File: src/rtl/fetch.sv
// Instruction-fetch stage: owns the PC, issues one instruction-bus request at
// a time and presents the returned word with its PC in a slot for decode.
// Redirects arriving while a request is in flight are deferred until the bus
// answers, so a request is never withdrawn before its response.

package fetch_pkg;
  typedef struct packed {
    logic [31:0] raw_instr;
    logic [63:0] pc;
  } fetch_data_t;
endpackage

module fetch
  import fetch_pkg::*;
#(
  parameter logic [63:0] RESET_PC = 64'h8000_0000
) (
  input  logic        clk,
  input  logic        reset,
  output logic        ireq_valid,
  output logic [63:0] ireq_addr,
  input  logic        iresp_data_ok,
  input  logic [31:0] iresp_data,
  input  logic        stall,
  input  logic        redirect,
  input  logic [63:0] redirect_pc,
  output logic        valid_f,
  output fetch_data_t dataF
);

  typedef enum logic [1:0] {
    IDLE  = 2'd0,
    REQ   = 2'd1,
    HOLD  = 2'd2,
    DRAIN = 2'd3
  } state_t;

  state_t      state;
  state_t      state_next;
  logic [63:0] pc;
  logic [63:0] pc_next;
  logic [63:0] pend_pc;
  logic [63:0] pend_pc_next;
  logic        load_slot;

  // The bus address is always the current PC; in DRAIN the PC has not yet
  // moved, so the in-flight address stays stable until the response.
  assign ireq_addr = pc;
  assign valid_f   = (state == HOLD);

  // Next-state, next-PC and bus-request decode; redirect outranks everything.
  always_comb begin
    state_next   = state;
    pc_next      = pc;
    pend_pc_next = pend_pc;
    load_slot    = 1'b0;
    ireq_valid   = 1'b0;
    case (state)
      IDLE: begin
        state_next = REQ;
      end
      REQ: begin
        ireq_valid = 1'b1;
        if (redirect) begin
          if (iresp_data_ok) begin
            // Response completes now, so the new target can be issued at once.
            pc_next = redirect_pc;
          end else begin
            // Request still outstanding: remember the target, wait for the bus.
            pend_pc_next = redirect_pc;
            state_next   = DRAIN;
          end
        end else if (iresp_data_ok) begin
          load_slot  = 1'b1;
          pc_next    = pc + 64'd4;
          state_next = HOLD;
        end
      end
      HOLD: begin
        if (redirect) begin
          pc_next    = redirect_pc;
          state_next = REQ;
        end else if (!stall) begin
          state_next = REQ;
        end
      end
      DRAIN: begin
        ireq_valid = 1'b1;
        if (redirect) begin
          pend_pc_next = redirect_pc;
        end
        if (iresp_data_ok) begin
          pc_next    = redirect ? redirect_pc : pend_pc;
          state_next = REQ;
        end
      end
      default: begin
        state_next = IDLE;
      end
    endcase
  end

  // State, PC, pending-redirect and fetch-slot registers.
  always_ff @(posedge clk or posedge reset) begin
    if (reset) begin
      state   <= IDLE;
      pc      <= RESET_PC;
      pend_pc <= '0;
      dataF   <= '0;
    end else begin
      state   <= state_next;
      pc      <= pc_next;
      pend_pc <= pend_pc_next;
      if (load_slot) begin
        dataF.raw_instr <= iresp_data;
        dataF.pc        <= pc;
      end
    end
  end

endmodule

File: config.mk
export PLATFORM = sky130hd
export DESIGN_NAME = fetch
export DESIGN_NICKNAME = d
export VERILOG_FILES = /design/src/rtl/fetch.sv
export SDC_FILE = /design/constraint.sdc
export NUM_CORES = 1
export LEC_CHECK = 0
export CORE_MARGIN = 4
export CORE_UTILIZATION = 30
export CTS_BUF_LIST = sky130_fd_sc_hd__clkbuf_2 sky130_fd_sc_hd__clkbuf_4 sky130_fd_sc_hd__clkbuf_8
export CTS_CLUSTER_DIAMETER = 200
export CTS_CLUSTER_SIZE = 40
export DETAILED_ROUTE_END_ITERATION = 10
export SYNTH_ARGS = -nofsm -noshare
export SYNTH_HDL_FRONTEND = slang
export SYNTH_SLANG_ARGS = --single-unit
File: constraint.sdc
create_clock -name clk -period 8.3 [get_ports clk]
set_clock_uncertainty 0.05 [all_clocks]
set_input_delay 1.245 -clock clk [delete_from_list [all_inputs] [get_ports clk]]
set_output_delay 1.245 -clock clk [all_outputs]
set_load 0.03 [all_outputs]
==> results of run 1 <==
area by class of cell:
| cell class | instances | area share |
|---|---|---|
| sequential | 226 | 0.383 |
| multi-input combinational | 934 | 0.368 |
| timing repair buffer | 279 | 0.186 |
| tap | 511 | 0.0433 |
| clock buffer | 11 | 0.00941 |
| inverter | 32 | 0.00864 |
| clock inverter | 1 | 0.00110 |
| antenna | 3 | 0.000508 |
synthesized netlist by cell type, drive strengths merged, types with 6 or more instances:
| cell | n |
|---|---|
| nand2 | 353 |
| dfrtp | 225 |
| o21ai | 99 |
| clkbuf | 76 |
| mux2 | 62 |
| a21oi | 52 |
| nand4 | 35 |
| inv | 31 |
| nor2 | 30 |
| nand3 | 27 |
| nor3 | 25 |
| and3 | 18 |
| mux2i | 17 |
| nor4 | 17 |
| o22ai | 16 |
| a2bb2oi | 15 |
| buf | 15 |
| or4 | 14 |
| and4 | 10 |
| a211oi | 9 |
| a31oi | 9 |
| o211ai | 9 |
| and2 | 8 |
| nand2b | 7 |
| o21a | 7 |
| a22o | 6 |
metrics by stage:
stage / util / cells
floorplan: - / 1283
CTS: 0.391 / 1994
detailed placement: 0.387 / 1982
global route: 0.391 / 1996
finish: 0.391 / 1997
global placement: 0.387 / 1982
final timing paths:
path	end	slack [ns]
worst min register to register	dataF[9]$_DFFE_PP0P_	0.46
worst min-delay path	dataF[9]$_DFFE_PP0P_	0.46
worst max-delay path	valid_f	3.91
min in group asynchronous	dataF[51]$_DFFE_PP0P_	1.05
worst max register to register	state[0]$_DFFE_PP0P_	4.95
max in group asynchronous	dataF[11]$_DFFE_PP0P_	5.64
cells by family after synthesis:
| logic type | count (synthesis) | share of synthesized area |
|---|---|---|
| adders and majority gates | 1 | 0.00109 |
| AOI/OAI and AO/OA | 286 | 0.161 |
| xor gates and xnor gates | 3 | 0.00228 |
| and+or+nand+nor | 565 | 0.228 |
| DFF | 226 | 0.491 |
| muxes | 79 | 0.0754 |
| buffers and inverters | 123 | 0.0411 |
sequential cells by signal, indices dropped and copies added, names as in the netlist:
name,count
ireq_addr,64
dataF,96
state,2
pend_pc,64
report_power, final:
part	switching, mW	leakage (nW)	internal (mW)	total (mW)
clock	0.349	0.0812	0.116	0.465
combinational	1.24	3.38	0.842	2.08
sequential	0.400	2.70	1.45	1.85
total	1.99	6.17	2.41	4.40
per-layer routing:
layer,part of all wire,vias to the layer above,global-route usage
li1,-,4959,-
met1,0.46,5222,0.296
met2,0.44,462,0.294
met3,0.077,45,0.0319
met4,0.021,2,0.0481
met5,0.00031,-,0
placed cells by master, fill, tap and decap left out, drive strengths merged, types with 27 or more instances in the layout:
master,instances
a21oi,52
clkdlybuf4s50,262
dfrtp,225
inv,32
mux2,62
nand2,353
nand3,27
nand4,35
nor2,30
o21ai,99
worst register-to-register path: stages (launching register included):
cell and delay [ns]:
dfrtp_2 0.75, buf_4 0.50, clkinv_1 0.66, nand2_1 0.20, buf_4 0.30, nor2_4 0.17, buf_4 0.36, a31oi_1 0.30
==> out/summary.txt, run 1 <==
GPL Wtd Cong - 0.927
top cell type's share of synthesized area - 0.489
Final period util - 0.529
CP arrival - 3.10 ns
vias in the first global route - 10000
Avg Inst Size Synth - 8.98 um2
pre-CTS WS - 4.16 ns
Synth warnings - 0
clk buf depth - 3
startpoint types - flop
Via density - 5.35
Critical Path Stages - 3
crit-path max cell delay - 0.78 ns
fmax - 228 MHz
CTS tree - yes
post-detailed-route count of antenna-violating nets - 0
first-pass GRT wire length - 63900 um
Data required, critical path - 7.01 ns
PwrDens - 298 nW/um2
clock sink total - 226
area of the multi-input gates - 5430 um2
status - finished, final reports clean
Overall Global Routing Usage - 0.196
dpl hpwl - 31100 um
count of different cell masters after synthesis - 74
total power - 4.40 mW
Async S/R FF share, synth - 1.00
Post-route DRC - 0
LEAKAGE - 6.17 nW
HP Start - dataF[9]$_DFFE_PP0P_
Yosys reg bits - 226
worst skew pair latency - 0.58 ns
Rel. slew slack - 0.199
Num CTS Buffers - 9
Setup Crit Path Kind - reg2out
CP max FO - 43
slowest stage cell, crit path - clkdlybuf4s50_1
post-CTS setup buffer count - 0
Critical R2R Launch - state[1]$_DFFE_PP0P_
share of layout cells above drive strength 1 - 0.0755
RSZ-0062 raised after global routing - false
Final Net Count - 1584
Placement Cell Area - 14600 um2
CP endpoint kind - primary output
CTS H-tree lvls - 1
P&R area growth vs syn - 28.1%
hold_buf cts - 0
IO buf count - 262
fillers - 3842
Mapped Area - 11500 um2
largest net degree at the start of global routing - 118
CTS root buffer - clkbuf_8
Setup crit start - state[1]$_DFFE_PP0P_
Finished Cell Area - 14800 um2
number of max-cap violations - 0
post-CTS resize count - 0
reg2reg path depth - 7
CORE AREA - 37800 um2
Register Area - 5660 um2
drt initial violations - 1022
global route overflow - 0
# setup viols final - 0
die height - 204 um
Final Hold Slack - 0.455 ns
Hold Crit Class - reg2reg
Worst-path clk slew - 0.22 ns
starting density of the core - 0.305
worst-margin pin slew - 1.20 ns
max-slew violations - 0
die width - 204 um
WP buf/inv - 2
Final Hold Fails - 0
minimum clock period - 4.39 ns
die area - 41600 um2
cell taking the most area after synthesis - dfrtp_1
hold path depth - 2
min setup slack post-route - 3.91 ns
io pins - 263
drt pass-1 iters - 6
Post-Syn Nets - 1385
initial antenna violation count - 3
wirelength, routed - 42200 um
CP Cell Sequence - buf_4, nor2b_1, clkdlybuf4s50_1
routed via count - 10700
row cnt - 71
Setup TNS - 0 ns
Max VDD drop - 0.000117 V
Worst path top cell family by delay - buffers and inverters
largest cells by area after synthesis - dfrtp_1 (49%), nand2_1 (11%), mux2_2 (6.1%)
Post-Synthesis Cells - 1283
sequential share of the synthesized area - 0.491
wire per inst - 21.1 um
number of flops mapped to enable cells by yosys - 0
Top FF cell, synth - dfrtp_1
(Power assumes the default switching activity.)
==> run 2, diff against run 1 <==
Clock period 8.3 ns to 4.4 ns, I/O delays scaled along.
==> out/summary.txt, run 2 (same netlist as run 1, synthesis figures left out) <==
initial antenna violation count - 1 (-2)
largest net degree at the start of global routing - 84 (-29%)
Rel. slew slack - 0.219 (+0.0202)
R2R Setup Slk - 1.01 ns (-3.94 ns)
Critical Path Stages - 2 (-1)
IO buf count - 262 (unchanged)
post-detailed-route count of antenna-violating nets - 0 (unchanged)
wirelength, routed - 43400 um (+2.9%)
pre-CTS WS - 0.899 ns (-3.26 ns)
CORE AREA - 37800 um2 (unchanged)
drt initial violations - 985 (-3.6%)
vias in the first global route - 9925 (-1.2%)
Setup Crit Path Kind - reg2out
max FFs per register - 96 (unchanged)
LEAKAGE - 6.20 nW (+0.59%)
Finished Cell Area - 14800 um2 (+0.48%)
CP arrival - 2.86 ns (-0.24 ns)
GRT busiest layer - met1
Final Util - 0.393 (+0.00189)
min setup slack post-route - 0.830 ns (-3.08 ns)
most flop-heavy register - dataF
commonest non-fill, non-tap cell in the layout - nand2_1
minimum clock period - 3.57 ns
crit path to - valid_f
hold path depth - 2 (unchanged)
number of max-cap violations - 0 (unchanged)
Num CTS Buffers - 9 (unchanged)
clk buf depth - 3 (unchanged)
max-slew violations - 0 (unchanged)
startpoint types - flop
Max VDD drop - 0.000213 V (+83%)
worst-margin pin slew - 1.16 ns (-0.0393 ns)
die height - 204 um (unchanged)
row cnt - 71 (unchanged)
RSZ-0062 raised after global routing - false
GPL Wtd Cong - 0.906 (-2.3%)
CP Cell Sequence - nor2b_1, clkdlybuf4s50_1
Final Hold Fails - 0 (unchanged)
worst skew pair latency - 0.58 ns (about the same)
Setup crit start - state[0]$_DFFE_PP0P_
first-pass GRT wire length - 65000 um (+1.7%)
post-CTS resize count - 0 (unchanged)
Overall Global Routing Usage - 0.199 (+0.00361)
crit-path max cell delay - 0.82 ns (+0.04 ns)
met1 usage - 0.307 (+0.0114)
Via density - 5.33 (-0.52%)
reg2reg end - ireq_addr[34]$_DFFE_PP0P_
io pins - 263 (unchanged)
clock sink total - 226 (unchanged)
hold_buf cts - 0 (unchanged)
slowest stage cell, crit path - dfrtp_1
Critical R2R Launch - state[0]$_DFFE_PP0P_
CTS H-tree lvls - 1 (unchanged)
fmax - 280 MHz
status - finished, final reports clean
CTS root buffer - clkbuf_8
WP buf/inv - 1 (-1)
CP endpoint kind - primary output
GR met2 Demand/Resource - 0.290 (-0.00381)
# setup viols final - 0 (unchanged)
routed via count - 10600 (-0.42%)
CTS tree - yes
commonest non-fill, non-tap cells in the layout - nand2_1 (352), clkdlybuf4s50_1 (262), dfrtp_1 (224)
die area - 41600 um2 (unchanged)
Worst-path clk slew - 0.24 ns (+0.02 ns)
Placement Cell Area - 14700 um2 (+0.54%)
Final Net Count - 1589 (+0.32%)
Final period util - 0.811
PwrDens - 563 nW/um2 (+89%)
die width - 204 um (unchanged)
Hold Crit Class - reg2reg
CP max FO - 24 (-44%)
Worst path top cell family by delay - flip-flops
Setup TNS - 0 ns (unchanged)
starting density of the core - 0.305 (unchanged)
Final Hold Slack - 0.455 ns (-0.000348 ns)
n_diodes - 0 (-3)
global route overflow - 0 (unchanged)
fillers - 3802 (-1.0%)
drt pass-1 iters - 8 (+2)
post-CTS setup buffer count - 0 (unchanged)
wire per inst - 21.7 um (+2.8%)
met3 usage - 0.0451 (+0.0132)
Post-route DRC - 0 (unchanged)
reg2reg path depth - 5 (-2)
P&R area growth vs syn - 28.7%
share of layout cells above drive strength 1 - 0.0786 (+0.00311)
dpl hpwl - 32100 um (+3.3%)
Data required, critical path - 3.69 ns (-3.32 ns)
## run 2: changes by cell type in the layout (fill, tap and decap cells not counted), sizes merged
| cell | delta |
|---|---|
| inv | -1 |
| diode | -3 |
| clkinvlp | +1 |
| buf | +5 |
## run 2: area by class of cell
cell class,count,area (um2),share of cell area
clock buffers,11,139,0.00936
multi-input cells,934,5420,0.365
flip-flops and latches,226,5660,0.381
inverters,32,124,0.00835
well taps,511,639,0.0431
repair buffers,284,2840,0.191
clock inverters,1,16.3,0.00110
## run 2: stage by stage
step                total power, mW  instances
finish                         8.35       1999
global route                   8.83       1999
CTS                            8.41       1999
detailed placement             7.52       1987
global placement               7.47       1987
floorplan                      5.60       1283
## run 2: worst min path at each step
stage	to	from	slack, ns
2_1_floorplan	pend_pc[34]$_DFFE_PP0P_	pend_pc[34]$_DFFE_PP0P_	0.39
3_3_place_gp	dataF[70]$_DFFE_PP0P_	dataF[70]$_DFFE_PP0P_	0.41
3_5_place_dp	dataF[91]$_DFFE_PP0P_	dataF[91]$_DFFE_PP0P_	0.41
4_1_cts	dataF[91]$_DFFE_PP0P_	dataF[91]$_DFFE_PP0P_	0.46
5_1_grt	pend_pc[9]$_DFFE_PP0P_	pend_pc[9]$_DFFE_PP0P_	0.49
6_report	dataF[20]$_DFFE_PP0P_	dataF[20]$_DFFE_PP0P_	0.46
## run 2: worst min-delay path, delay by kind of cell, from the launching register on
| kind | cells | cell delay [ns] |
|---|---|---|
| DFF | 1 | 0.39 |
| and+or+nand+nor | 2 | 0.10 |
## run 2: metal layers
layer / wire, um / vias to the layer above
met5: 13 / -
met4: 648 / 2
met3: 3670 / 28
met2: 18500 / 443
met1: 20600 / 5202
li1: - / 4970
## run 2: report_power, final
| part | switching [mW] | internal, mW |
|---|---|---|
| registers | 0.744 | 2.74 |
| logic | 2.37 | 1.61 |
| clock network | 0.670 | 0.218 |
| total | 3.78 | 4.57 |
